**src/rtl/hold_counter.sv**
```systemverilog
// Up-counter with hold and synchronous clear, used as a wait-state/delay timer.
// Build option HOLD_COUNTER_AUTOHOLD_EN: the counter saturates at all-ones instead of wrapping.
module hold_counter #(
    parameter int SIZE = 4
) (
    input  logic            clock,
    input  logic            reset,
    input  logic            clear,
    input  logic            hold,
    output logic [SIZE-1:0] cntr,
    output logic            at_max
);

    logic hold_eff;

    assign at_max = &cntr;

`ifdef HOLD_COUNTER_AUTOHOLD_EN
    // Reaching all-ones freezes the count until clear or reset.
    assign hold_eff = hold | at_max;
`else
    assign hold_eff = hold;
`endif

    // Priority: clear beats hold, hold beats increment.
    always_ff @(posedge clock or negedge reset) begin
        if (!reset) begin
            cntr <= '0;
        end else if (clear) begin
            cntr <= '0;
        end else if (!hold_eff) begin
            cntr <= cntr + SIZE'(1);
        end
    end

endmodule

```
**config.mk**
```make
export PLATFORM = sky130hd
export DESIGN_NAME = hold_counter
export DESIGN_NICKNAME = d
export VERILOG_FILES = /design/src/rtl/hold_counter.sv
export SDC_FILE = /design/constraint.sdc
export NUM_CORES = 1
export LEC_CHECK = 0
export ABC_AREA = 1
export CAP_MARGIN = 20
export CORE_AREA = 4 4 41 43
export CTS_BUF_LIST = sky130_fd_sc_hd__clkbuf_4
export DETAILED_ROUTE_END_ITERATION = 12
export DIE_AREA = 0 0 45 47
export GPL_TIMING_DRIVEN = 0
export PLACE_DENSITY_LB_ADDON = 0.1
export SYNTH_ARGS = -nofsm -noshare
export SYNTH_HDL_FRONTEND = slang
export SYNTH_SLANG_ARGS = --single-unit
export TNS_END_PERCENT = 5
```
**constraint.sdc**
```tcl
create_clock -name clock -period 1.14 [get_ports clock]
set_input_delay 0.228 -clock clock [delete_from_list [all_inputs] [get_ports clock]]
set_output_delay 0.228 -clock clock [all_outputs]
set_load 0.1 [all_outputs]
```
==> impl_metrics.toml, run 1 <==
[run_status]
status = "complete, but fails checks"
violations = "setup timing"

[global_route]
grt_max_degree = 6
grt.overflow.total = 0
grt_use_total_pct = 5.626
grt_pass1_vias = 212
antenna_found_initial = 0
grt_pass1_wl_um = 807

[pwr]
power.density_nw_per_um2 = 1149
vdd_drop_max_v = 0.0004634
leakagePower_nw = 0.1777

[drt]
wl_met1_um = 217
top_layer = "met4"
ant_nets = 0
routed-wl-met3_um = 27
drt_iter0_markers = 0
avgRoutedWirePerCell_um = 9.426
via_per_inst = 3.815
vias = 206
first_pass_iters = 1
routed-wl-met2_um = 249
drcViolationCount = 0
drt_wl_total_um = 509

[synthesis]
yosys_warnings = 0
syn_nets = 30
ys_ff_latch = 4
synth_area_leaders = "dfrtp_1 48%, nor2_1 8.9%, ha_1 6.0%, inv_1 5.4%, nand2_1 5.4%"
synth.top_cell.area_share_pct = 47.62
synth_top_cell_by_area = "dfrtp_1"
syn_area_sq_um = 210.2
syn_area_per_cell_sq_um = 8.408
synth_cells = 25
synth_cell_types = 13
ys_seq_area_share_pct = 47.62

[timing]
setup_viol = 3
max_freq_mhz = 704.2
rsz0062_at_grt = "true"
hold_ws_ns = 0.2007
min_period_over_period_pct = 124.6
fin_crit_ns = 1.420
report.final.slew_viol_count = 0
worst_slew_pin_slew_ns = 0.4870
slew_headroom_pct = 67.76
skew_ns = 0.0008384
fin_ws_ns = -0.2800
finalHoldViolations = 0

[cts]
cts.sinks = 4
cts_buffers = 3
cts-root-buf = "clkbuf_4"
clk_pin_slew_ns = 0.03
clockBufferDepth = 2
cts_max_level = 1
clk_latency_ns = 0.23
cts_tree = "done"

[critical_path]
rr_worst_depth = 4
crit_path_end_kind = "primary output"
cp_max_fo = 3
cp.arrival_ns = 1.19
startpoint_type = "flop"
timing.critical_path.required_ns = 0.91
critPathKind = "flop to primary output"
timing.rr.end = "cntr[2]"
r2r_slack_ns = 0.06
r2r-start = "cntr[1]"

[flow_run]
maxCapViolCount = 0

[layout]
diodes = 0
drive_gt1_share_pct = 53.85
largest_register_ffs = 4
area_growth_pct = 83.93
fin_nets = 46
final_core_util_pct = 29.71
design_area_sq_um = 386.6
largestRegisters = "cntr: 4 flops"
largest_register = "cntr"

[placed_design]
dpl-instance-area_sq_um = 336.6
gp_congestion = 0.6740
io_buffers = 8
dp_hpwl_um = 422.1
place_ws_ns = -0.9490

[hold_path]
hp-class = "primary input to async pin"

[floorplanning]
fp.dieW_um = 45
die_area_sq_um = 2115
start_util_pct = 16.15
rows = 13
pin_count = 9
core_region_area_sq_um = 1301
die_y_um = 47
-- metrics by stage --
step           TNS (ns)  power, mW  std cells
6_report        -0.5492     0.4440         54
5_1_grt         -0.6316     0.4662         54
4_1_cts         -0.6608     0.4534         54
3_5_place_dp     -3.560     0.2732         48
3_3_place_gp     -3.539     0.2715         48
2_1_floorplan   -0.3288     0.2367         25
-- cell usage in the layout (no fill, tap or decap), drive strengths merged --
master,n
nor2,6
o21ai,1
buf,7
nand3,2
ha,1
and3,1
inv,4
nand2,3
clkbuf,4
nor3,1
dfrtp,4
clkdlybuf4s50,3
a21oi,2
-- worst max-delay path, stage by stage, from the launching register on --
cell	delay, ns
dfrtp_4	0.49
ha_4	0.17
and3_4	0.15
buf_12	0.16
-- cell families (layout without fill, tap and decap cells) --
family / count (synthesis) / after routing / share of synthesized area, %
fa+ha+maj: 1 / 1 / 5.951
compound gates: 3 / 3 / 7.141
flops: 4 / 4 / 47.62
simple gates: 13 / 13 / 32.14
buf+inv: 4 / 18 / 7.141
-- area by class of cell --
type	instances	area, sq um
well taps	15	18.77
clock buffers	3	22.52
flip-flops and latches	4	110.1
repair buffers	11	103.9
fillers	147	914.6
inverters	4	15.01
multi-input cells	17	116.4
-- synth_stat cells --
cell,number
nand3_2,1
a21oi_1,2
inv_1,3
nor2_1,5
ha_1,1
nand3_1,1
nand2_1,3
and3_1,1
dfrtp_1,4
inv_2,1
o21ai_0,1
nor2_4,1
nor3_1,1
-- where the power goes --
group | switching (mW) | internal (mW)
clock | 0.0500 | 0.117
combinational | 0.0782 | 0.0358
sequential | 0.00926 | 0.154
total | 0.138 | 0.307
-- worst max-delay path by stage --
| stage | from | endpoint | slack, ns |
|---|---|---|---|
| after floorplan | cntr[0] | at_max | -0.27 |
| after global placement | cntr[0] | at_max | -0.94 |
| after detailed placement | cntr[0] | at_max | -0.95 |
| after CTS | cntr[1] | at_max | -0.29 |
| after global routing | cntr[1] | at_max | -0.31 |
| final | cntr[1] | at_max | -0.28 |
-- metal layers --
layer | track usage (%) | vias to the layer above
met3 | 1.149 | 2
met1 | 5.963 | 91
li1 | - | 107
met2 | 9.322 | 6
met5 | 0 | -
met4 | 5.263 | 0
-- timing repair --
action / CTS / global route
hold buffers: 0 / 0
resized for setup: 32 / 2
hold endpoints to repair: 0 / 0
gates cloned: 0 / 0
buffers inserted: 3 / 0
setup endpoints to repair: 5 / 5
pin swaps: 1 / 0
(Power assumes the default switching activity.)
==> run 2, diff against run 1 <==
--- a/config.mk
+++ b/config.mk
@@ -7,6 +7,8 @@
 export LEC_CHECK = 0
 export ABC_AREA = 1
 export CAP_MARGIN = 20
+export CELL_PAD_IN_SITES_DETAIL_PLACEMENT = 1
+export CELL_PAD_IN_SITES_GLOBAL_PLACEMENT = 1
 export CORE_AREA = 4 4 41 43
 export CTS_BUF_LIST = sky130_fd_sc_hd__clkbuf_4
 export DETAILED_ROUTE_END_ITERATION = 12
==> impl_metrics.toml, run 2 (synthesized netlist as in run 1, its figures left out) <==
[floorplanning]
die_y_um = 47
rows = 13
fp.dieW_um = 45
pin_count = 9
start_util_pct = 16.15
core_region_area_sq_um = 1301
die_area_sq_um = 2115

[layout]
instances_no_fill = 54
layout_commonest_cell = "nor2_1"
final_core_util_pct = 29.33
largest_register = "cntr"
drive_gt1_share_pct = 51.28
fin_nets = 46
diodes = 0
largestRegisters = "cntr: 4 flops"
largest_register_ffs = 4
area_growth_pct = 81.55

[timing]
fin_crit_ns = 1.436
rsz0062_at_grt = "true"
skew_ns = 0.002971
report.final.slew_viol_count = 0
max_freq_mhz = 696.4
slew_headroom_pct = 67.78
tns_ns = -0.8045
setup_viol = 4
fin_ws_ns = -0.2960
min_period_over_period_pct = 126.0
finalHoldViolations = 0
worst_slew_pin_slew_ns = 0.4866

[drt]
avgRoutedWirePerCell_um = 11.44
via_per_inst = 4.148
drcViolationCount = 0
drt_wl_total_um = 618
drt_iter0_markers = 0
routed-wl-met2_um = 305
wl_met1_um = 209
ant_nets = 0
first_pass_iters = 1
top_layer = "met4"
routed-wl-met3_um = 68
vias = 224

[critical_path]
cp.arrival_ns = 1.21
path_buf_inv = 1
cp_max_fo = 3
r2r_slack_ns = 0.03
timing.critical_path.required_ns = 0.91
r2r-start = "cntr[1]"
crit_path_end_kind = "primary output"
rr_worst_depth = 4
crit_end = "at_max"
startpoint_type = "flop"
cp_top_family = "flip-flops"
worstSetupStartpoint = "cntr[1]"
cp_num_cells = 3
critPathKind = "flop to primary output"
cpPeakStageDelay_ns = 0.49
worstPathCellList = "ha_4 > and3_4 > buf_12"
slowest_stage = "dfrtp_4"
timing.rr.end = "cntr[2]"

[cts]
cts-root-buf = "clkbuf_4"
clk_latency_ns = 0.24
clk_pin_slew_ns = 0.04
cts_buffers = 3
cts_tree = "done"
clockBufferDepth = 2
cts.sinks = 4
cts_max_level = 1

[pwr]
leakagePower_nw = 0.1781
power.density_nw_per_um2 = 1203
vdd_drop_max_v = 0.0004762
power_uw = 459.3

[global_route]
grt_max_degree = 6
grt_pass1_wl_um = 986
grt_pass1_vias = 238
grt.overflow.total = 0
grt_use_total_pct = 7.589
antenna_found_initial = 0

[run_status]
status = "complete, but fails checks"
violations = "setup timing"

[placed_design]
gp_congestion = 0.6757
io_buffers = 8
dp_hpwl_um = 491.5
placedCellCount = 48

[flow_run]
maxCapViolCount = 0

[hold_path]
hp-class = "primary input to async pin"
==> run 2: cell count changes in the layout (fill, tap and decap cells not counted) <==
| cell | change |
|---|---|
| buf_8 | +1 |
| buf_2 | +2 |
| a21oi_1 | +1 |
| buf_6 | -1 |
| clkbuf_4 | -1 |
| a21oi_2 | -1 |
| buf_4 | -1 |
==> run 2: stage by stage <==
step	hold WS, ns	cell area [sq um]	setup slack [ns]
floorplan	-0.06759	237.7	-0.2653
detailed placement	0.4709	336.6	-0.9413
global placement	0.4619	336.6	-0.9427
global route	0.2112	381.6	-0.3179
CTS	0.2091	377.9	-0.3057
finish	0.2035	381.6	-0.2960
==> run 2: repair_timing <==
action | CTS | global route
gates resized for setup | 31 | 1
pin swaps | 1 | 0
cloned | 0 | 0
endpoints found under the setup margin | 5 | 5
setup buffers | 3 | 0
hold buffers | 0 | 0
==> run 2: layer usage <==
metal  global-route usage (%)  vias to the layer above
met5                        0                        -
met1                    5.923                       99
met2                    11.58                       12
met3                    5.364                        5
li1                         -                      108
met4                    8.772                        0
==> run 2: where the power goes <==
group	leakage, nW	switching (mW)	internal [mW]
Sequential	0.0474	0.00934	0.153
Combinational	0.117	0.0793	0.0361
Clock	0.0138	0.0630	0.118
==> run 2: final cells by class <==
class                   instances  area, sq um
fillers                       158        919.6
multi-input cells              17        112.6
flip-flops and latches          4        110.1
repair buffers                 11        102.6
clock buffers                   3        22.52
well taps                      15        18.77
inverters                       4        15.01
==> run 2: worst min-delay path by stage <==
stage | slack (ns) | startpoint | endpoint | depth (start not counted)
2_1_floorplan | -0.07 | reset | cntr[2] | 0
6_report | 0.20 | reset | cntr[0] | 1
3_5_place_dp | 0.47 | reset | cntr[1] | 1
4_1_cts | 0.21 | reset | cntr[1] | 1
5_1_grt | 0.21 | reset | cntr[0] | 1
3_3_place_gp | 0.46 | reset | cntr[1] | 1
